File: src/rtl/udp_tx_pkg.sv
// ---------------------------------------------------------------------------
// udp_tx_pkg : shared types, FSM encoding and round-robin pick.  Rev 1.0
// ---------------------------------------------------------------------------
`default_nettype none

package udp_tx_pkg;

  localparam int LEN_W   = 16;
  localparam int NUM_SRC = 2;

  localparam logic [1:0] ST_IDLE  = 2'd0;
  localparam logic [1:0] ST_START = 2'd1;
  localparam logic [1:0] ST_BUSY  = 2'd2;
  localparam logic [1:0] ST_GAP   = 2'd3;

  typedef logic [LEN_W-1:0]   len_t;
  typedef logic [NUM_SRC-1:0] src_vec_t;

  // With both requesting, source 0 wins only when source 1 was served last.
  function automatic src_vec_t rr_pick(input src_vec_t req, input logic last_is_1);
    rr_pick = '0;
    if (req[0] && (!req[1] || last_is_1)) begin
      rr_pick = 2'b01;
    end else if (req[1]) begin
      rr_pick = 2'b10;
    end
  endfunction

endpackage

`default_nettype wire

File: src/rtl/udp_rr_arb2.sv
// ---------------------------------------------------------------------------
// udp_rr_arb2 : two-requester round-robin pick with last-served pointer. Rev 1.0
// ---------------------------------------------------------------------------
`default_nettype none

module udp_rr_arb2
  import udp_tx_pkg::*;
(
  input  logic                clk_125m,
  input  logic                udp_gmii_rst_n,
  input  logic [NUM_SRC-1:0]  req_i,
  input  logic                update_i,
  output logic [NUM_SRC-1:0]  pick_o
);

  logic last_q;
  logic last_d;

  assign pick_o = rr_pick(req_i, last_q);

  always_comb begin
    last_d = last_q;
    if (update_i && (pick_o != '0)) begin
      last_d = pick_o[1];
    end
  end

  // Pointer starts at source 1 so that source 0 is served first.
  always_ff @(posedge clk_125m or negedge udp_gmii_rst_n) begin
    if (!udp_gmii_rst_n) begin
      last_q <= 1'b1;
    end else begin
      last_q <= last_d;
    end
  end

endmodule

`default_nettype wire

File: src/rtl/udp_tx_scheduler.sv
// ---------------------------------------------------------------------------
// udp_tx_scheduler : shares one UDP/GMII tx engine between two sources. Rev 1.0
// ---------------------------------------------------------------------------
`default_nettype none

module udp_tx_scheduler
  import udp_tx_pkg::*;
#(
  parameter int GAP_CYCLES     = 125,
  parameter int TIMEOUT_CYCLES = 65535
) (
  input  logic               clk_125m,
  input  logic               udp_gmii_rst_n,
  input  logic [1:0]         src_req,
  input  logic [LEN_W-1:0]   src_len0,
  input  logic [LEN_W-1:0]   src_len1,
  output logic [1:0]         src_done,
  output logic [1:0]         src_err,
  output logic [1:0]         src_payload_req,
  input  logic [7:0]         src_dat0,
  input  logic [7:0]         src_dat1,
  output logic               tx_en_pulse,
  output logic [LEN_W-1:0]   data_len,
  input  logic               payload_req_i,
  output logic [7:0]         payload_dat_o,
  input  logic               tx_done,
  output logic               busy,
  output logic [1:0]         grant
);

  localparam logic [15:0] GAP_LAST = 16'(GAP_CYCLES - 1);
  localparam logic [15:0] TO_LAST  = 16'(TIMEOUT_CYCLES - 1);

  logic [1:0]       state_q, state_d;
  logic [1:0]       grant_q, grant_d;
  logic [LEN_W-1:0] len_q, len_d;
  logic             tx_en_q, tx_en_d;
  logic [1:0]       done_q, done_d;
  logic [1:0]       err_q, err_d;
  logic [15:0]      wd_q, wd_d;
  logic [15:0]      gap_q, gap_d;

  logic [1:0]       pick;
  logic [LEN_W-1:0] pick_len;
  logic             arb_update;

  udp_rr_arb2 u_arb (
    .clk_125m       (clk_125m),
    .udp_gmii_rst_n (udp_gmii_rst_n),
    .req_i          (src_req),
    .update_i       (arb_update),
    .pick_o         (pick)
  );

  assign pick_len = pick[0] ? src_len0 : src_len1;

  always_comb begin
    state_d    = state_q;
    grant_d    = grant_q;
    len_d      = len_q;
    tx_en_d    = 1'b0;
    done_d     = 2'b00;
    err_d      = 2'b00;
    wd_d       = wd_q;
    gap_d      = gap_q;
    arb_update = 1'b0;

    case (state_q)
      ST_IDLE: begin
        if (pick != 2'b00) begin
          arb_update = 1'b1;
          if (pick_len == '0) begin
            // Empty frame is never launched; report it as a rejected request.
            done_d  = pick;
            err_d   = pick;
            gap_d   = '0;
            state_d = ST_GAP;
          end else begin
            len_d   = pick_len;
            grant_d = pick;
            tx_en_d = 1'b1;
            state_d = ST_START;
          end
        end
      end
      ST_START: begin
        wd_d    = '0;
        state_d = ST_BUSY;
      end
      ST_BUSY: begin
        wd_d = (wd_q == 16'hFFFF) ? wd_q : wd_q + 16'd1;
        // Completion takes priority over a coincident watchdog expiry.
        if (tx_done) begin
          done_d  = grant_q;
          grant_d = 2'b00;
          gap_d   = '0;
          state_d = ST_GAP;
        end else if (wd_q >= TO_LAST) begin
          done_d  = grant_q;
          err_d   = grant_q;
          grant_d = 2'b00;
          gap_d   = '0;
          state_d = ST_GAP;
        end
      end
      ST_GAP: begin
        if (gap_q >= GAP_LAST) begin
          state_d = ST_IDLE;
        end else begin
          gap_d = gap_q + 16'd1;
        end
      end
      default: begin
        state_d = ST_IDLE;
      end
    endcase
  end

  always_ff @(posedge clk_125m or negedge udp_gmii_rst_n) begin
    if (!udp_gmii_rst_n) begin
      state_q <= ST_IDLE;
      grant_q <= 2'b00;
      len_q   <= '0;
      tx_en_q <= 1'b0;
      done_q  <= 2'b00;
      err_q   <= 2'b00;
      wd_q    <= '0;
      gap_q   <= '0;
    end else begin
      state_q <= state_d;
      grant_q <= grant_d;
      len_q   <= len_d;
      tx_en_q <= tx_en_d;
      done_q  <= done_d;
      err_q   <= err_d;
      wd_q    <= wd_d;
      gap_q   <= gap_d;
    end
  end

  assign tx_en_pulse     = tx_en_q;
  assign data_len        = len_q;
  assign src_done        = done_q;
  assign src_err         = err_q;
  assign grant           = grant_q;
  assign busy            = (state_q != ST_IDLE);
  assign src_payload_req = {2{payload_req_i}} & grant_q;
  assign payload_dat_o   = grant_q[0] ? src_dat0 :
                           grant_q[1] ? src_dat1 : 8'h00;

endmodule

`default_nettype wire

File: config.mk
export PLATFORM = sky130hd
export DESIGN_NAME = udp_tx_scheduler
export DESIGN_NICKNAME = d
export VERILOG_FILES = /design/src/rtl/udp_tx_pkg.sv /design/src/rtl/udp_rr_arb2.sv /design/src/rtl/udp_tx_scheduler.sv
export SDC_FILE = /design/constraint.sdc
export NUM_CORES = 1
export LEC_CHECK = 0
export ABC_AREA = 1
export BUFFER_PORTS_ARGS = -buffer_cell sky130_fd_sc_hd__buf_2
export CAP_MARGIN = 40
export CORE_ASPECT_RATIO = 1.2
export CORE_MARGIN = 5
export CORE_UTILIZATION = 25
export CTS_CLUSTER_DIAMETER = 60
export DETAILED_ROUTE_END_ITERATION = 7
export PLACE_DENSITY = 0.54
export SETUP_SLACK_MARGIN = 0.02
export SKIP_CTS_REPAIR_TIMING = 1
export SYNTH_ARGS = -nofsm -noshare
export SYNTH_HDL_FRONTEND = slang
export SYNTH_SLANG_ARGS = --single-unit
File: constraint.sdc
create_clock -name clk_125m -period 2.7 [get_ports clk_125m]
set_input_delay 0.405 -clock clk_125m [delete_from_list [all_inputs] [get_ports clk_125m]]
set_output_delay 0.405 -clock clk_125m [all_outputs]
set_load 0.02 [all_outputs]
Word level (Yosys, flattened, before mapping) --
Cells that the tools add are included. W data, S select, Z words.
Cells by class: add/subtract/negate cells 2, multipliers 0, reduce and logical (&&, ||, !) cells 16, eq/ne operators 11, shift-type cells 0, div/mod/pow operators 0, bitwise gates (word level) 2, muxes and demuxes 36, magnitude comparators 2
Operators with widths (number):
- $mux W16 | 7
- $pmux W16 S3 | 1
- $add A16 B1 Y16 const B | 2
- $mux W2 | 16
- $pmux W16 S2 | 1
- $eq A16 B16 Y1 const B | 1
- $ge A16 B16 Y1 const B | 1
- $ge A16 B7 Y1 const B | 1
- $logic_not A16 Y1 | 1
- $mux W8 | 2
- $ne A2 B2 Y1 const B | 6
- $pmux W2 S2 | 3
- $pmux W2 S4 | 1
- $reduce_bool A2 Y1 | 4
- $reduce_and A3 Y1 | 2
- $mux W1 | 5
- $reduce_and A5 Y1 | 1
- $eq A2 B2 Y1 const B | 2
- $reduce_and A4 Y1 | 1
- $ne A3 B3 Y1 const B | 1
- $reduce_bool A3 Y1 | 1
- $and A2 B2 Y2 | 1
- $eq A2 B1 Y1 const B | 1
- $logic_and A1 B1 Y1 | 2
- 5 further kinds | 5
Word-level totals: ROM bits 0, logic and storage cells 78, latch bits 0, input port bits 54, bits in registers 58, memories 0, RAM bits 0, output and inout bits 34

Logic depth before layout (Yosys ltp) --
depth in word-level cells 9, gate-level depth with buffers 15

Modules after synthesis --
A second synthesis with hierarchy kept.
Unflattened totals: cell total of the unflattened synthesis 450, area total of the unflattened synthesis 3289.4 µm²
By module, submodules not included:
- udp_tx_scheduler | seq. area each 1426.4 µm², cells an instance 442, area each 3228.1 µm², instances 1
- udp_rr_arb2 | seq. area each 26.3 µm², cells an instance 8, area each 61.3 µm², instances 1

Worst setup path after synthesis --
Ideal clock, no wire load.
path kind reg-to-reg, start point register u_arb.last_q, end point register len_q[10] (netlist: data_len[10]), cell stages (with the launch flop) 15, clock period less this slack 1.855 ns, arrival 1.738 ns, setup slack 0.845 ns, path through dfstp_2 -> inv_1 -> nand2_4 -> nand2_4 -> buf_6 -> nand2_1 -> nand2_1 -> nor2_1 -> nand2_1 -> nor2_2 -> nand2_1 -> buf_6 -> buf_2 -> nand4_1 -> nand2_1
Between the ends: word-level cells in the longest chain between the ends 7, elaborated cells between the ends (all ways) 8, classes of those cells 2 x mux; 1 x bitwise; 5 x reduce/logical
Ends and longest elaborated chain:
- from (decl) | line udp_rr_arb2.sv:16 | logic last_q;
- from (signal assigned) | line udp_rr_arb2.sv:33 | last_q <= last_d;
- $logic_or A1 B1 Y1 (*) | line udp_tx_pkg.sv:22 | if (req[0] && (!req[1] || last_is_1)) begin
- $logic_and A1 B1 Y1 (*) | line udp_tx_pkg.sv:22
- $mux W2 (*) | line udp_tx_pkg.sv:22
- $mux W16 | line udp_tx_scheduler.sv:55 | assign pick_len = pick[0] ? src_len0 : src_len1;
- $logic_not A16 Y1 | line udp_tx_scheduler.sv:72 | if (pick_len == '0) begin
- $not A1 Y1 (no line)
- $reduce_and A3 Y1 (no line)
- to (signal assigned) | line udp_tx_scheduler.sv:132 | len_q <= len_d;
- to (decl) | line udp_tx_scheduler.sv:36 | logic [LEN_W-1:0] len_q, len_d;
Mark *: on every way between the ends. The rest lies on a longest branch, timed or not. A chain may end at the register's enable or synchronous reset.

Final worst setup path --
start point register u_arb.last_q, end point register gap_q[13]
Between the ends: word-level cells in the longest chain between the ends 7, elaborated cells between the ends (all ways) 9, classes of those cells 2 x eq/ne; 2 x mux; 5 x reduce/logical
Ends and longest elaborated chain:
- $logic_or A1 B1 Y1 (*) | line udp_tx_pkg.sv:22
- $logic_and A1 B1 Y1 (*) | line udp_tx_pkg.sv:22
- $mux W2 (*) | line udp_tx_pkg.sv:22
- $mux W16 | line udp_tx_scheduler.sv:55
- $logic_not A16 Y1 | line udp_tx_scheduler.sv:72
- $ne A2 B2 Y1 (no line)
- $reduce_and A5 Y1 (no line) (*)
- to (signal assigned) | line udp_tx_scheduler.sv:137 | gap_q <= gap_d;
- to (decl) | line udp_tx_scheduler.sv:41 | logic [15:0] gap_q, gap_d;
Marks and branches as above.

==> impl_results.md <==
- I/O pin count: 88
- Worst r2r path cells: 12
- Critical path launch point type: flip-flop
- GPL Wtd Cong: 0.860
- Die Area: 15900 µm²
- Via Count: 3218
- Outcome: finished clean
- # port buffers: 87
- M1 WL: 4180 µm
- YS warnings: 0
- Setup violators final: 0
- Setup_tns: 0 ps
- Top Metal Used: met4
- Timing startpoint of the critical path: u_arb.last_q
- Top_reg_cell synth: dfrtp_1
- DP Wirelength: 6910 µm
- Core Area: 13200 µm²
- Starting Density: 25.5%
- Pwr dens: 941 nW/µm²
- Worst Setup End Kind: flip-flop
- Post-synth net total: 525
- Worst hold path type: flip-flop to flip-flop
- Reg2reg start: u_arb.last_q
- Worst skew pair latency: 330 ps
- Diodes inserted: 0
- Vias per std cell: 4.44
- Met2 wire length: 4350 µm
- Routed Wire Length: 9070 µm
- CTS Buffer Depth: 2
- Remaining global-route overflow: 0
- Final min period: 2360 ps
- Post-synth EDFFs: 0
- Peak supply drop: 0.475 mV
- Max-slew violation count: 0
- CP peak stage delay: 520 ps
- Final Non-Filler Cells: 725
- Sequential fraction of the synthesis area: 43.0%
- RSZ-0062 raised after global routing: false
- Total global-route track usage: 12.2%
- Ranking of synthesized cells by area: dfrtp_1 42%, nand2_1 18%, nand3_1 7.4%
- Worst path slowest cell: dfstp_2
- Syn Std Cell Area: 3380 µm²
- Syn avg cell area: 7.29 µm²
- Met3 WL: 366 µm
- P_leak: 2.28 nW
- #FFs+latches synth: 58
- Pwr Total: 4.05 mW
- Synthesized instance count: 463
- Min-delay src: data_len[1]
- Yosys top cell area share: 42.2%
- Post-route ant nets: 0
- CP Cell Sequence: inv_1 > nand2_4 > nand2_4 > nand2_1 > nand2_1 > nor2_1 > nand2_1 > nor2_2 > nand2_1 > nand2_2 > buf_4 > a21boi_0
- WL/cell: 12.5 µm
- Die Width: 116 µm
- Achievable Freq: 423 MHz
- Worst Tran Pin Value: 613 ps
- Final standard cell area without fillers: 4300 µm²
- First-pass GRT wire length: 15400 µm
- Largest net degree at the start of global routing: 47
- Crit share post-route: 87.5%
- CP dominant cell by count: nand2_1
- Worst slew margin: 59.1%
- Remaining DRCs: 0
- Synth cell types: 28
- Syn-to-layout area delta: 27.4%
- Hold Slack: 470 ps
- Hold depth: 2
- Max Clock Skew: 5.27 ps
- # fillers: 1439
- CTS tree: built
- Peak fanout along the critical path: 18
- Vias in the first global route: 3240
- FFs w/ async S/R, synth: 100%
- Largest area contributor in the netlist: dfrtp_1
- Setup CP Type: flip-flop to flip-flop
- Share of layout cells above drive strength 1: 21.2%
- Hold Vio Cnt, Final: 0
- Num CTS Buffers: 9
- Die height: 137 µm
- Reg clk slew, reported paths: 50 ps
- 1st-iter DRT viols: 147
- Maxcap violations: 0
- CTS Sinks: 58
- Rows: 46
- First-pass iteration count of the detailed router: 4
- Initial antenna violation count: 0
- Placed Area: 3970 µm²
- Critical path required time: 2900 ps
- H-Tree Depth: 3
- Placed cells: 708
- Layout Nets: 614
- Root Driver: clkbuf_16
- Arrival time at the worst endpoint: 2560 ps
where the power goes:
group / internal (mW) / leakage [nW] / switching [mW] / total [mW]
clock: 0.829 / 0.156 / 0.403 / 1.23
sequential: 1.06 / 0.773 / 0.152 / 1.21
combinational: 0.485 / 1.35 / 1.12 / 1.60
cells in the mapped netlist (3+ instances only):
cell,instances
a21oi_1,9
buf_2,4
clkbuf_1,8
clkinv_1,3
dfrtp_1,57
ha_1,8
inv_1,42
nand2_1,158
nand3_1,50
nand3b_1,3
nand4_1,19
nor2_1,45
nor2_2,3
nor3_1,3
o21ai_0,18
o22ai_1,4
xor2_1,12
final timing paths:
| kind | slack, ps | endpoint |
|---|---|---|
| max | 340 | gap_q[13] |
| min | 470 | data_len[1] |
| max reg2reg | 340 | gap_q[13] |
| min reg2reg | 470 | data_len[1] |
| max in group asynchronous | 1240 | gap_q[8] |
| min in group asynchronous | 550 | src_err[0] |
critical path: cells and delay by family, from the launching register on:
family                 cells  cell delay [ps]
and+or+nand+nor            9             1320
DFF                        1              520
buffers and inverters      2              280
AOI/OAI and AO/OA          1              110
metal layers:
layer / vias up / GRT usage (%)
met5: - / 0
met4: 0 / 5.42
met3: 12 / 1.89
met2: 92 / 20.0
met1: 1453 / 15.8
li1: 1661 / -
stage by stage:
step | utilization [%] | worst slack (ps)
after global placement | 30.0 | 387
after detailed placement | 30.0 | 325
after global routing | 32.5 | 81.1
after CTS | 32.4 | 313
after floorplan | - | 845
final | 32.5 | 336
cells in the final DEF (no fill, tap or decap), types with 3 or more instances in the layout:
cell / n
a21oi_1: 9
buf_2: 87
buf_4: 7
clkbuf_16: 9
clkinv_1: 3
dfrtp_1: 57
ha_1: 8
inv_1: 42
nand2_1: 158
nand3_1: 50
nand3b_1: 3
nand4_1: 19
nor2_1: 45
nor2_2: 3
nor3_1: 3
o21ai_0: 18
o22ai_1: 4
xor2_1: 12
layout make-up:
| type | instances | area (µm²) | share of cell area, % |
|---|---|---|---|
| clock buffers | 11 | 243 | 5.64 |
| clock inverters | 5 | 77.6 | 1.80 |
| inverters | 45 | 169 | 3.93 |
| multi-input cells | 343 | 1650 | 38.4 |
| flip-flops and latches | 58 | 1450 | 33.8 |
| well taps | 168 | 210 | 4.89 |
| repair buffers | 95 | 498 | 11.6 |
sequential cells by signal, summed over array words and instances, names as in the netlist:
signal	count
state_q	2
tx_en_pulse	1
grant	2
src_done	2
gap_q	16
wd_q	16
src_err	2
u_arb.last_q	1
data_len	16
kinds of logic after synthesis:
logic type               after synthesis  share of synthesized area (%)
XOR/XNOR                              14                           3.63
flip-flops                            58                           43.0
AO/OA/AOI/OAI                         34                           5.45
adder cells (fa/ha/maj)                8                           2.96
AND/OR/NAND/NOR                      287                           36.9
buffers and inverters                 62                           8.04
No activity file was read; power rests on OpenSTA's default activity.
